$ cat src/rtl/sample_uart_tx.sv
// Sample FIFO feeding an 8N1 UART transmitter. Bursty sample strobes are buffered and drops are flagged.
// Define SAMPLE_UART_TX_PARITY_EN to add an even-parity bit, which gives 8E1 framing.
module sample_uart_tx #(
    parameter int CLK_HZ     = 50_000_000,
    parameter int BAUD       = 115_200,
    parameter int FIFO_DEPTH = 16
) (
    input  logic                          clk,
    input  logic                          rst_n,
    input  logic                          in_valid,
    input  logic [7:0]                    in_data,
    output logic                          tx,
    output logic                          busy,
    output logic                          fifo_full,
    output logic [$clog2(FIFO_DEPTH):0]   fifo_count,
    output logic                          overflow
);

    localparam int CLKS_PER_BIT = CLK_HZ / BAUD;
    localparam int BCW          = (CLKS_PER_BIT > 1) ? $clog2(CLKS_PER_BIT) : 1;
    localparam int PW           = $clog2(FIFO_DEPTH);
    localparam logic [BCW-1:0] BAUD_LAST = BCW'(CLKS_PER_BIT - 1);
    localparam logic [PW:0]    DEPTH_C   = (PW + 1)'(FIFO_DEPTH);

    typedef enum logic [2:0] {
        ST_IDLE, ST_START, ST_DATA, ST_PARITY, ST_STOP
    } state_t;

    // ---------------- sample FIFO ----------------
    logic [7:0]    mem [FIFO_DEPTH];
    logic [PW-1:0] wr_ptr, rd_ptr;
    logic [PW:0]   count;
    logic          push, pop;

    // A full FIFO still accepts a sample when the FSM frees a slot in the same cycle.
    assign push       = in_valid && ((count != DEPTH_C) || pop);
    assign fifo_full  = (count == DEPTH_C);
    assign fifo_count = count;

    // NOTE: the storage array has no reset; the pointers and count alone define what is valid.
    always_ff @(posedge clk) begin
        if (push) mem[wr_ptr] <= in_data;
    end

    // NOTE: sequential state uses non-blocking assignments, so every register sees pre-edge values.
    always_ff @(posedge clk or negedge rst_n) begin
        if (!rst_n) begin
            wr_ptr   <= '0;
            rd_ptr   <= '0;
            count    <= '0;
            overflow <= 1'b0;
        end else begin
            if (push) wr_ptr <= wr_ptr + 1'b1;
            if (pop)  rd_ptr <= rd_ptr + 1'b1;
            count    <= count + (PW + 1)'(push) - (PW + 1)'(pop);
            overflow <= in_valid && !push;
        end
    end

    // ---------------- transmit FSM ----------------
    state_t         state, state_d;
    logic [BCW-1:0] baud_cnt, baud_d;
    logic [2:0]     bit_idx, bit_d;
    logic [7:0]     shift, shift_d;
    logic           tx_d, baud_done;

    assign baud_done = (baud_cnt == BAUD_LAST);

    // NOTE: every signal this block writes gets a default first, so no path can infer a latch.
    always_comb begin
        state_d = state;
        baud_d  = baud_cnt + 1'b1;
        bit_d   = bit_idx;
        shift_d = shift;
        pop     = 1'b0;
        tx_d    = 1'b1;
        case (state)
            ST_IDLE: begin
                baud_d = '0;
                if (count != '0) begin
                    pop     = 1'b1;
                    shift_d = mem[rd_ptr];
                    state_d = ST_START;
                end
            end
            ST_START: begin
                tx_d = 1'b0;
                if (baud_done) begin
                    baud_d  = '0;
                    bit_d   = '0;
                    state_d = ST_DATA;
                end
            end
            ST_DATA: begin
                tx_d = shift[0];
                if (baud_done) begin
                    baud_d  = '0;
                    // Rotation leaves the byte intact after bit 7, ready for the parity bit.
                    shift_d = {shift[0], shift[7:1]};
                    if (bit_idx == 3'd7) begin
`ifdef SAMPLE_UART_TX_PARITY_EN
                        state_d = ST_PARITY;
`else
                        state_d = ST_STOP;
`endif
                    end else begin
                        bit_d = bit_idx + 1'b1;
                    end
                end
            end
            ST_PARITY: begin
                tx_d = ^shift;
                if (baud_done) begin
                    baud_d  = '0;
                    state_d = ST_STOP;
                end
            end
            ST_STOP: begin
                if (baud_done) begin
                    baud_d = '0;
                    if (count != '0) begin
                        pop     = 1'b1;
                        shift_d = mem[rd_ptr];
                        state_d = ST_START;
                    end else begin
                        state_d = ST_IDLE;
                    end
                end
            end
            default: begin
                baud_d  = '0;
                state_d = ST_IDLE;
            end
        endcase
    end

    // tx and busy are registered from the current state, so the line trails the FSM by one clock.
    always_ff @(posedge clk or negedge rst_n) begin
        if (!rst_n) begin
            state    <= ST_IDLE;
            baud_cnt <= '0;
            bit_idx  <= '0;
            shift    <= '0;
            tx       <= 1'b1;
            busy     <= 1'b0;
        end else begin
            state    <= state_d;
            baud_cnt <= baud_d;
            bit_idx  <= bit_d;
            shift    <= shift_d;
            tx       <= tx_d;
            busy     <= (state != ST_IDLE);
        end
    end

endmodule

$ cat config.mk
export PLATFORM = sky130hd
export DESIGN_NAME = sample_uart_tx
export DESIGN_NICKNAME = d
export VERILOG_FILES = /design/src/rtl/sample_uart_tx.sv
export SDC_FILE = /design/constraint.sdc
export NUM_CORES = 1
export LEC_CHECK = 0
export BUFFER_PORTS_ARGS = -buffer_cell sky130_fd_sc_hd__buf_2
export CAP_MARGIN = 10
export CELL_PAD_IN_SITES_DETAIL_PLACEMENT = 0
export CELL_PAD_IN_SITES_GLOBAL_PLACEMENT = 1
export CORE_MARGIN = 8
export CORE_UTILIZATION = 53
export CTS_CLUSTER_SIZE = 30
export DETAILED_ROUTE_END_ITERATION = 10
export HOLD_SLACK_MARGIN = 0.02
export PLACE_DENSITY_LB_ADDON = 0.25
export REMOVE_ABC_BUFFERS = 1
export SLEW_MARGIN = 20
export SYNTH_ARGS = -nofsm -noshare
export SYNTH_HDL_FRONTEND = slang
export SYNTH_SLANG_ARGS = --single-unit
$ cat constraint.sdc
create_clock -name clk -period 3.45 [get_ports clk]
set_input_delay 0.345 -clock clk [delete_from_list [all_inputs] [get_ports clk]]
set_output_delay 0.345 -clock clk [all_outputs]
set_load 0.02 [all_outputs]
==> results.txt, run 1 <==
- The flow ran to the end, and the final reports show no timing, DRC or antenna violations.
* Final routed DRC violation total: 0
* Final ANT Viol Nets: 0
- Summing every instance area after synthesis gives 0.00711 mm2.
- Arrival time reported for the critical path endpoint: 3.52 ns
- Die outline width: 132 um
* Highest ir drop seen on vdd: 0.374 mV
* Type of the worst min-delay path: in -> async
* TritonCTS clock tree: done
- Vias in the first global route: 3769
- Proportion of netlist area held by the largest area contributor: 0.541
* Worst Reg2Reg Path Length in Cells: 12
- Top area cells in the synthesized netlist: edfxtp_1 (54%), dfrtp_1 (13%), mux4_2 (9.8%), ha_1 (2.6%), xnor2_1 (2.2%)
- The clock passes through at most 2 buffers.
- Post-Syn Instances: 416
- The count of endpoints failing hold in the final timing report is 0.
* CP bufs+invs: 2
- Global routing finished with a remaining overflow of 0.
* Top Family by Delay on Critical Path: simple AND/OR/NAND/NOR gates
- Setup repair after global routing left no endpoint under its margin.
* CTS Hold Buffers Added: 0
- Reg2Reg Launch Point: baud_cnt[3]$_DFF_PN0_
* Via count: 3724
- For met1 alone, demand over resource in global routing was 0.209.
- The tool flagged a number of max-cap violations equal to 0.
- The final layout contains routed wiring with a total length of 13.3 mm.
- Met3 demand-to-capacity share in global routing: 0.0320
- Across the routed clock network, the largest skew measured is 0.00861 ns.
* Number of primary I/O pins: 20
- Number of setup violations in the final report: 0
- Max-slew headroom: 0.375
- The most used flip-flop cell after synthesis is edfxtp_1.
- Of the cells placed in the final design, the portion with a size suffix greater than 1 is 0.235.
- For the worst-skew pair, the clock arrives at the later sink with an insertion delay of 0.42 ns.
- Weighted congestion at the end of routability-driven global placement: 0.756
- Flops & latches, synth: 167
- Most crowded layer after global routing: met2
- Entering global routing, the biggest net connects 40 pins.
- On the worst path, the slowest cell contributes a delay of 0.59 ns.
- Yosys mapped a number of flops with a built-in enable equal to 128.
- The first TritonRoute pass finished after 5 iterations.
- The floorplan has 42 rows.
- Die area: 0.0174 mm2
- Net count of the finished layout: 469
- Number of clock sinks seen by CTS: 167
- The routed design could run at a clock period as short as 3.17 ns.
* GR Util All Layers: 0.159
* Portion of the post-synthesis area used by sequential elements: 0.678
* Post-DR vias/cell: 5.90
- STA classifies the critical path endpoint as a flop.
- H-tree depth: 4
* Clock transition at the registers of the reported paths: 0.07 ns
- The root buffer cell chosen for the clock tree is clkbuf_16.
* Number of distinct library cell variants in the gate-level netlist after synthesis: 56
* Number of antenna violations at the first check in global routing: 0
* Number of synthesis warnings: 0
- After synthesis, the share of flip-flops with an asynchronous set or reset is 0.234.
- The biggest area contributor in the post-synthesis netlist is edfxtp_1.
- Routed len/inst: 21.0 um
- For this configuration, the core starts out at a cell density of 0.539.
* Detail Placement HPWL: 8.52 mm
* Post CTS Setup Buffer Count: 0
* Maximum net fanout on the critical path: 15
- Type of the worst setup path: reg -> reg
- From synthesis to final layout, the design area changed by 12.2%.
- Ant. Diodes: 0
* Wire length of the first global-routing pass: 21.1 mm
- F_max: 315 MHz
- Tcrit/Tclk final: 0.919
- Power per Cell Area: 624 mW/mm2
- Each instance of the synthesized netlist takes up on average 17.1 um2.
- The total area inside the core boundary comes to 0.0132 mm2.
* Final max-slew violation count: 0
* Die boundary height: 132 um
- Buffers placed on the I/O ports in this run total 19.
* Cells along the critical path: or4b_4 -> o211ai_2 -> and2_4 -> inv_2 -> ha_1 -> inv_1 -> ha_1 -> fa_1 -> a21oi_1 -> nor2_1 -> nor2_1 -> xnor2_1
* Leakage power figure: 2.80 nW
- In the global route stage, met2 resource usage came out at 0.254.
- Power comes to 4.97 mW.
* Type of origin of the critical path: flop
* Worst endpoint required time: 3.80 ns
- Worst reg2reg endpoint: fifo_count[4]$_DFF_PN0_
* Number of buffers created by CTS: 17
- For this design, the slowest cell found on the critical path is or4b_4.
* Slew of the pin with the lowest slew margin: 0.937 ns
- Number of DRC violations after detailed-routing iteration 0: 259
* Sum of negative setup slack: 0 ns
- Internal reg-to-reg setup slack: 0.28 ns
Yosys cell counts (all sizes together), types with 8 or more instances:
cell type,n
edfxtp,128
dfrtp,38
mux4,31
xnor2,18
inv,16
a21oi,15
ha,15
a22oi,14
nor2,13
buf,10
clkbuf,10
o21ai,10
a221o,9
nand3,9
and4b,8
final cells by class:
class	instances	area (um2)
clock buffers	17	425
clock inverters	15	156
fillers	964	5220
inverters	16	60.1
multi-input cells	213	2130
flip-flops and latches	167	4820
well taps	176	220
repair buffers	27	155
cell families after synthesis:
family,Yosys count,share of synthesized area
mux,34,0.103
compound gates,67,0.0692
flops,167,0.678
buf+inv,36,0.0215
simple gates,74,0.0722
xor+xnor,22,0.0271
fa+ha+maj,16,0.0292
sequential cells by signal (all words and copies together), names as in the netlist:
signal / cells
wr_ptr: 4
shift: 8
rd_ptr: 4
bit_idx: 3
baud_cnt: 9
tx: 1
overflow: 1
state: 3
busy: 1
mem: 128
fifo_count: 5
stage by stage:
stage	std cells	cell area, um2	util	worst slack (ns)	hold WS [ns]
after floorplan	396	7020	-	0.402	0.0494
after global placement	599	7390	0.560	0.362	0.478
after detailed placement	599	7390	0.560	0.171	0.486
after CTS	631	7970	0.605	0.153	0.0631
after global routing	631	7970	0.605	0.125	0.115
final	631	7970	0.605	0.280	0.0356
how the worst max path moves through the flow:
stage | start | to | slack (ns) | cells after the start
finish | baud_cnt[3]$_DFF_PN0_ | fifo_count[4]$_DFF_PN0_ | 0.28 | 12
global route | fifo_count[3]$_DFF_PN0_ | fifo_count[4]$_DFF_PN0_ | 0.12 | 14
CTS | fifo_count[2]$_DFF_PN0_ | fifo_count[4]$_DFF_PN0_ | 0.15 | 14
detailed placement | fifo_count[2]$_DFF_PN0_ | fifo_count[4]$_DFF_PN0_ | 0.17 | 14
global placement | fifo_count[3]$_DFF_PN0_ | fifo_count[4]$_DFF_PN0_ | 0.36 | 14
floorplan | fifo_count[2]$_DFF_PN0_ | fifo_count[4]$_DFF_PN0_ | 0.40 | 14
routing by layer:
| layer | wire [um] | part of all wire |
|---|---|---|
| met1 | 5940 | 0.45 |
| met2 | 6580 | 0.50 |
| met3 | 600 | 0.045 |
| met4 | 136 | 0.010 |
| met5 | 0 | 0 |
report_power, final:
| group | switching, mW | internal (mW) | total (mW) |
|---|---|---|---|
| clock | 0.824 | 1.02 | 1.85 |
| combinational | 0.368 | 0.254 | 0.622 |
| sequential | 0.122 | 2.38 | 2.51 |
timing repair:
| action | 4_1_cts | 5_1_grt |
|---|---|---|
| endpoints found under the hold margin | 0 | 0 |
| setup endpoints to repair | 0 | 1 |
| resized for setup | 0 | 1 |
cell usage in the layout (no fill, tap or decap), drive strengths merged, types with 3 or more instances in the layout:
| cell type | count |
|---|---|
| ha | 15 |
| and4 | 5 |
| clkinvlp | 3 |
| and2 | 4 |
| o21ai | 10 |
| mux4 | 31 |
| or3 | 5 |
| nor3 | 4 |
| dfrtp | 38 |
| nand3 | 9 |
| a221o | 9 |
| inv | 25 |
| xor2 | 4 |
| xnor2 | 18 |
| edfxtp | 128 |
| buf | 27 |
| a22oi | 14 |
| nor4b | 5 |
| nor2 | 13 |
| nand2 | 4 |
| o22a | 7 |
| clkbuf | 17 |
| nor2b | 3 |
| and3 | 4 |
| and4b | 8 |
| a21oi | 15 |
(Power assumes the default switching activity.)
==> run 2: changes to the inputs <==
--- a/config.mk
+++ b/config.mk
@@ -7,10 +7,10 @@
 export LEC_CHECK = 0
 export BUFFER_PORTS_ARGS = -buffer_cell sky130_fd_sc_hd__buf_2
 export CAP_MARGIN = 10
-export CELL_PAD_IN_SITES_DETAIL_PLACEMENT = 0
-export CELL_PAD_IN_SITES_GLOBAL_PLACEMENT = 1
+export CELL_PAD_IN_SITES_DETAIL_PLACEMENT = 1
+export CELL_PAD_IN_SITES_GLOBAL_PLACEMENT = 2
 export CORE_MARGIN = 8
-export CORE_UTILIZATION = 53
+export CORE_UTILIZATION = 47
 export CTS_CLUSTER_SIZE = 30
 export DETAILED_ROUTE_END_ITERATION = 10
 export HOLD_SLACK_MARGIN = 0.02
==> results.txt, run 2 (synthesis results as in run 1) <==
- The total vias in the final route is 3802 (+2.1%).
- The number of rows in the core area came to 45 (+7.1%).
- The remaining number of nets flagged by the antenna check after routing is 0 (unchanged).
* Detail Placement HPWL: 9.90 mm (+16%)
* Power per Cell Area: 640 mW/mm2 (+2.6%)
* Slew of the pin with the lowest slew margin: 0.943 ns (+0.00630 ns)
- Maximum clock skew at final layout: 0.00987 ns (+0.00126 ns)
- The initial core utilization is 0.475 (-0.0643).
- Clock insertion delay at the later pin of the skew report: 0.43 ns (about the same)
* TritonCTS clock tree: done
- Routed len/inst: 23.4 um (+11%)
- The number of gates given a new drive strength after cts is 0 (unchanged).
* Net Sw Frac: 0.261 (-0.00365)
- The total setup violations reported at the end of the flow came to 0 (unchanged).
- The clock sink count came to 167 (unchanged).
- The register with the most flip-flops in the final layout is mem.
- Kind of capture point of the worst setup path: flop
- The number of buffers added for setup after CTS was 0 (unchanged).
- Area growth from synthesis to layout: 13.1%
- Number of primary I/O pins: 20 (unchanged)
- Type of the worst min-delay path: in -> async
- The number of antenna repair diodes is 0 (unchanged).
- The number of flip-flops in the largest register is 128 (unchanged).
- The horizontal die dimension is 139 um (+5.4%).
- Total of fill cells in the finished design: 1379 (+43%)
- The count of hold-fix buffers inserted at cts came to 0 (unchanged).
* Area occupied by multi-input gates: 0.00213 mm2 (unchanged)
- Leaving out fill and tap cells, the most frequent cell in the layout is edfxtp_1.
- Reg2Reg Launch Point: baud_cnt[3]$_DFF_PN0_
- H-tree depth: 4 (unchanged)
- The final clock period utilization by the worst path came to 0.919 (about the same).
- Number of antenna violations at the first check in global routing: 0 (unchanged)
- Final hold viol count: 0 (unchanged)
- Max-Cap Viols: 0 (unchanged)
- Bufs on Longest Clock Path: 2 (unchanged)
- Internal power summed over all cells: 3.80 mW (+3.9%)
* Final routed DRC violation total: 0 (unchanged)
* Worst endpoint required time: 3.80 ns (about the same)
- The maximum frequency from static timing analysis came to 316 MHz (about the same).
- Worst Reg2Reg Path Length in Cells: 12 (unchanged)
- Clock power share: 0.386 (+0.015)
- Part of the total power dissipated in sequential elements: 0.489 (-0.015)
- The clock transition at the register clock pins on the worst setup and hold paths after CTS came to 0.07 ns (about the same).
* Utilization after layout: 0.537 (-0.0677)
- Post-DR vias/cell: 5.90 (about the same)
- Setup repair after global routing missed its margin: no
- STA classifies the critical path startpoint as a flop.
- Final worst path period need: 3.17 ns (-0.00104 ns)
- Sum of negative setup slack: 0 ns (unchanged)
- Number of buffers created by CTS: 17 (unchanged)
- The run finished with clean final reports.
- The largest registers in the layout are mem x128, baud_cnt x9, shift x8.
* Die area: 0.0193 mm2 (+11%)
* Share of post-route cells with drive strength above 1: 0.230 (-0.00490)
- The via count of the first global-routing pass came to 4063 (+7.8%).
* Max-slew headroom: 0.371 (-0.00420)
- GRT overflow: 0 (unchanged)
* Type of the worst setup path: reg -> reg
- The largest vdd supply drop came to 0.440 mV (+18%).
* Number of detailed-route iterations in the first pass: 4 (-1)
* Arrival time reported for the critical path endpoint: 3.52 ns (about the same)
- The switching power summed over all nets came to 1.34 mW (+2.0%).
- Net count of the finished layout: 470 (+0.21%)
- The portion of total power attributed to combinational logic is 0.125 (about the same).
- Worst reg2reg endpoint: fifo_count[4]$_DFF_PN0_
* Maximum number of pins on one net before global-route repair: 40 (unchanged)
- The count of port buffers added during placement came to 19 (unchanged).
- Die boundary height: 139 um (+5.4%)
- The library cells used most frequently in the layout, excluding fill and tap cells, are edfxtp_1 (128), dfrtp_1 (37), mux4_2 (31).
* Power, Total: 5.14 mW (+3.4%)
- The worst hold margin was 0.0432 ns (+0.00770 ns).
* Internal reg-to-reg setup slack: 0.28 ns (about the same)
- Leakage power figure: 2.83 nW (+1.1%)
- Clock tree synthesis selected as its root buffer the cell clkbuf_16.
* Wire length of the first global-routing pass: 23.8 mm (+13%)
* Area taken by flip-flops and latches: 0.00482 mm2 (unchanged)
- The critical-path maximum fanout is 15 (unchanged).
* GR Util All Layers: 0.165 (+0.00526)
- The core box area is 0.0150 mm2 (+14%).
* Final wirelength: 15.1 mm (+14%)
- Weighted congestion at the end of routability-driven global placement: 0.773 (+2.4%)
- The count of pins over their slew limit is 0 (unchanged).
* Number of DRC violations after detailed-routing iteration 0: 238 (-8.1%)
-- run 2: cell types whose count changed in the layout (fill, tap and decap cells not counted) --
cell / change
inv_6: -2
bufinv_16: +2
clkinvlp_4: -3
a21boi_0: +1
a21boi_1: -1
buf_12: +1
clkinv_1: +2
clkbuf_1: +1
-- run 2: worst max path at each step --
stage,from,endpoint,depth (start not counted)
2_1_floorplan,fifo_count[2]$_DFF_PN0_,fifo_count[4]$_DFF_PN0_,14
3_3_place_gp,baud_cnt[3]$_DFF_PN0_,fifo_count[4]$_DFF_PN0_,12
3_5_place_dp,baud_cnt[3]$_DFF_PN0_,fifo_count[4]$_DFF_PN0_,12
4_1_cts,baud_cnt[3]$_DFF_PN0_,fifo_count[4]$_DFF_PN0_,12
5_1_grt,baud_cnt[3]$_DFF_PN0_,fifo_count[4]$_DFF_PN0_,12
6_report,baud_cnt[3]$_DFF_PN0_,fifo_count[4]$_DFF_PN0_,12
-- run 2: cell type report --
cell class	instances	area share
inverters	16	0.00747
well taps	188	0.0293
flip-flops and latches	167	0.600
repair buffers	28	0.0218
multi-input cells	213	0.265
clock buffers	18	0.0534
clock inverters	14	0.0229
-- run 2: per-stage QoR --
| step | cells | setup WS [ns] | cell area [um2] |
|---|---|---|---|
| 2_1_floorplan | 396 | 0.402 | 7020 |
| 3_3_place_gp | 612 | 0.405 | 7430 |
| 3_5_place_dp | 612 | 0.291 | 7430 |
| 4_1_cts | 644 | 0.267 | 8040 |
| 5_1_grt | 644 | 0.130 | 8040 |
| 6_report | 644 | 0.281 | 8040 |
-- run 2: power by group through the flow --
stage	sequential, mW	combinational, mW	clock (mW)
5_1_grt	2.54	0.706	2.10
6_report	2.51	0.644	1.99
3_3_place_gp	2.53	0.636	0
3_5_place_dp	2.55	0.651	0
2_1_floorplan	2.55	0.388	0
4_1_cts	2.51	0.659	2.02
-- run 2: routing by layer --
layer  track usage  routed length [um]  share of wire
met3        0.0361                 501          0.033
met5             0                   0              0
met4        0.0560                 125         0.0083
met2         0.269                7730           0.51
met1         0.213                6700           0.45
-- run 2: worst max-delay path: stages, from the launching register on --
cell,delay (ns)
dfrtp_1,0.44
or4b_4,0.59
o211ai_2,0.31
and2_4,0.30
inv_2,0.10
ha_1,0.28
inv_1,0.04
ha_1,0.20
fa_1,0.41
a21oi_1,0.14
nor2_1,0.05
nor2_1,0.11
xnor2_1,0.12
==> run 3: changes to the inputs <==
--- a/config.mk
+++ b/config.mk
@@ -10,7 +10,7 @@
 export CELL_PAD_IN_SITES_DETAIL_PLACEMENT = 1
 export CELL_PAD_IN_SITES_GLOBAL_PLACEMENT = 2
 export CORE_MARGIN = 8
-export CORE_UTILIZATION = 47
+export CORE_UTILIZATION = 51
 export CTS_CLUSTER_SIZE = 30
 export DETAILED_ROUTE_END_ITERATION = 10
 export HOLD_SLACK_MARGIN = 0.02
==> constraint.sdc (replaced) <==
create_clock -name clk -period 4 [get_ports clk]
set_input_delay 0.8 -clock clk [delete_from_list [all_inputs] [get_ports clk]]
set_output_delay 0.8 -clock clk [all_outputs]
set_load 0.02 [all_outputs]
==> results.txt, run 3 (synthesis results as in run 1) <==
- The number of maximum-capacitance violations is 0 (unchanged).
* Dominant cell type by count on the critical path: ha_1
* Master of the slowest instance on the critical path: a21boi_0
- The flow ran to the end, and the final reports show no timing, DRC or antenna violations.
- The die outline area came to 0.0180 mm2 (-7.0%).
- H-tree depth: 4 (unchanged)
- The total iterations of the first detailed-routing run was 4 (unchanged).
- Maximum number of pins on one net before global-route repair: 40 (unchanged)
- Walking the worst path, the cells encountered are inv_1 -> ha_1 -> and4bb_2 -> a21boi_0 -> and2_4 -> inv_2 -> ha_1 -> inv_1 -> ha_1 -> fa_1 -> a21oi_1 -> nor2_1 -> nor2_1 -> xnor2_1.
* Wire length of the first global-routing pass: 24.6 mm (+3.2%)
- The worst clock skew came to 0.0166 ns (+0.00676 ns).
* Worst endpoint required time: 4.36 ns (+0.56 ns)
* F_max: 306 MHz (-3.1%)
* Setup slack of the critical path after layout: 0.731 ns (+0.450 ns)
- Final ANT Viol Nets: 0 (unchanged)
- The number of buffers added by the clock tree synthesis step is 17 (unchanged).
- The number of antenna repair diodes is 0 (unchanged).
* Utilization after layout: 0.580 (+0.0430)
- The power per cell area is 551 mW/mm2 (-14%).
- The tree is rooted in a clkbuf_16.
- Power, Total: 4.40 mW (-14%)
* Total of fill cells in the finished design: 1265 (-8.3%)
- Detail Placement HPWL: 9.93 mm (+0.32%)
- Final worst path period need: 3.27 ns (+0.100 ns)
- The worst-case setup slack after placement is 0.723 ns (+0.431 ns).
- The share of post-route cells with drive strength above 1 was 0.233 (+0.00322).
- CTS Hold Buffers Added: 0 (unchanged)
- The placer congestion estimate came to 0.752 (-2.7%).
- GR Util All Layers: 0.185 (+0.0209)
- The count of pins over their slew limit came to 0 (unchanged).
- The worst setup path is launched from a flop.
- Grouping stages by cell kind, the critical path spends the most delay in adder cells.
- STA classifies the critical path endpoint as a flop.
- The total vias in the final route is 3812 (+0.26%).
- Final wirelength: 15.4 mm (+2.3%)
- Starting Density: 0.516 (+0.0415)
- The DRC violation count after routing came to 0 (unchanged).
* Post CTS Setup Buffer Count: 0 (unchanged)
* Post-DR vias/cell: 6.01 (+1.8%)
- Relative to the synthesized area, the layout overhead comes to 12.4%.
* Sum of negative setup slack: 0 ns (unchanged)
- The count of boundary I/O pins came to 20 (unchanged).
- Clock transition at the registers of the reported paths: 0.07 ns (about the same)
- Number of resized instances in the post-cts repair step: 0 (unchanged)
- Number of buffers added on ports: 19 (unchanged)
- Arrival time reported for the critical path endpoint: 3.63 ns (+0.11 ns)
- Number of setup violations in the final report: 0 (unchanged)
- CP bufs+invs: 3 (+1)
* Placed cell areas: 0.00739 mm2 (-0.49%)
* Leakage power figure: 2.81 nW (-0.79%)
* Register with the most flip-flops: mem
- Post-route design area: 0.00799 mm2 (-0.67%)
- Type of the worst min-delay path: reg -> reg
- The number of placed instances, taps included was 602 (-1.6%).
- Highest ir drop seen on vdd: 0.469 mV (+6.6%)
- The total area of multi-input combinational cells came to 0.00213 mm2 (unchanged).
- Net count of the finished layout: 468 (-0.43%)
- The worst relative slew slack is 0.386 (+0.0147).
* TritonCTS clock tree: done
- The number of rows in the core area came to 43 (-4.4%).
- Leaving out fill and tap cells, the most frequent cell in the layout is edfxtp_1.
* Number of clock sinks seen by CTS: 167 (unchanged)
- Area taken by flip-flops and latches: 0.00482 mm2 (about the same)
* Die outline width: 134 um (-3.5%)
- In the final layout, the registers with the most flip-flops are mem x128, baud_cnt x9, shift x8.
- The largest buffer count on any clock path came to 2 (unchanged).
- Clock insertion delay at the later pin of the skew report: 0.43 ns (about the same)
* Number of antenna violations at the first check in global routing: 0 (unchanged)
- Maximum net fanout on the critical path: 15 (unchanged)
- Fin Hold WS: 0.493 ns (+0.450 ns)
* Number of DRC violations after detailed-routing iteration 0: 395 (+66%)
- Die boundary height: 134 um (-3.5%)
- The non-filler instance count after layout was 634 (-1.6%).
- The final clock period utilization by the worst path is 0.817 (-0.101).
- The critical path is of the reg -> reg type.
- The count of endpoints failing hold in the final timing report is 0 (unchanged).
- The average wire length per cell after detail routing came to 24.3 um (+3.9%).
* Setup repair after global routing missed its margin: no
- Highest-count cells in the layout ignoring fill and taps: edfxtp_1 (128), dfrtp_1 (36), mux4_2 (31)
* GRT overflow: 0 (unchanged)
* Core Box Area: 0.0138 mm2 (-8.0%)
- The highest cell delay on the worst timing path was 0.47 ns (-0.12 ns).
* Slew of the pin with the lowest slew margin: 0.921 ns (-0.0220 ns)
- The number of flip-flops in the largest register is 128 (unchanged).
- The via count of the first global-routing pass came to 4117 (+1.3%).
## run 3: metal layers
| layer | vias up | track usage | share of wire |
|---|---|---|---|
| met1 | 2009 | 0.237 | 0.42 |
| li1 | 1714 | - | - |
| met3 | 4 | 0.0479 | 0.052 |
| met4 | 0 | 0.0593 | 0.0044 |
| met2 | 85 | 0.304 | 0.52 |
| met5 | - | 0 | 0 |
## run 3: where the power goes
| part | internal [mW] | switching, mW | leakage, nW | total [mW] |
|---|---|---|---|---|
| Clock | 0.942 | 0.726 | 0.293 | 1.67 |
| Sequential | 2.06 | 0.113 | 1.63 | 2.17 |
| Combinational | 0.222 | 0.341 | 0.886 | 0.563 |
## run 3: layout make-up
cell class                 count  share of cell area
sequential                   167               0.604
timing repair buffer          26              0.0185
clock buffer                  18              0.0537
tap                          180              0.0282
inverter                      16             0.00752
clock inverter                14              0.0208
multi-input combinational    213               0.267
## run 3: worst paths after layout
kind / start / endpoint / slack (ns) / cells after the start
worst max-delay path: fifo_count[2]$_DFF_PN0_ / fifo_count[4]$_DFF_PN0_ / 0.73 / 14
worst min-delay path: baud_cnt[0]$_DFF_PN0_ / baud_cnt[0]$_DFF_PN0_ / 0.49 / 1
worst max register to register: fifo_count[2]$_DFF_PN0_ / fifo_count[4]$_DFF_PN0_ / 0.73 / 14
worst min register to register: baud_cnt[0]$_DFF_PN0_ / baud_cnt[0]$_DFF_PN0_ / 0.49 / 1
max in group asynchronous: rst_n / rd_ptr[0]$_DFFE_PN0P_ / 2.86 / 1
min in group asynchronous: rst_n / shift[4]$_DFFE_PN0P_ / 0.50 / 1
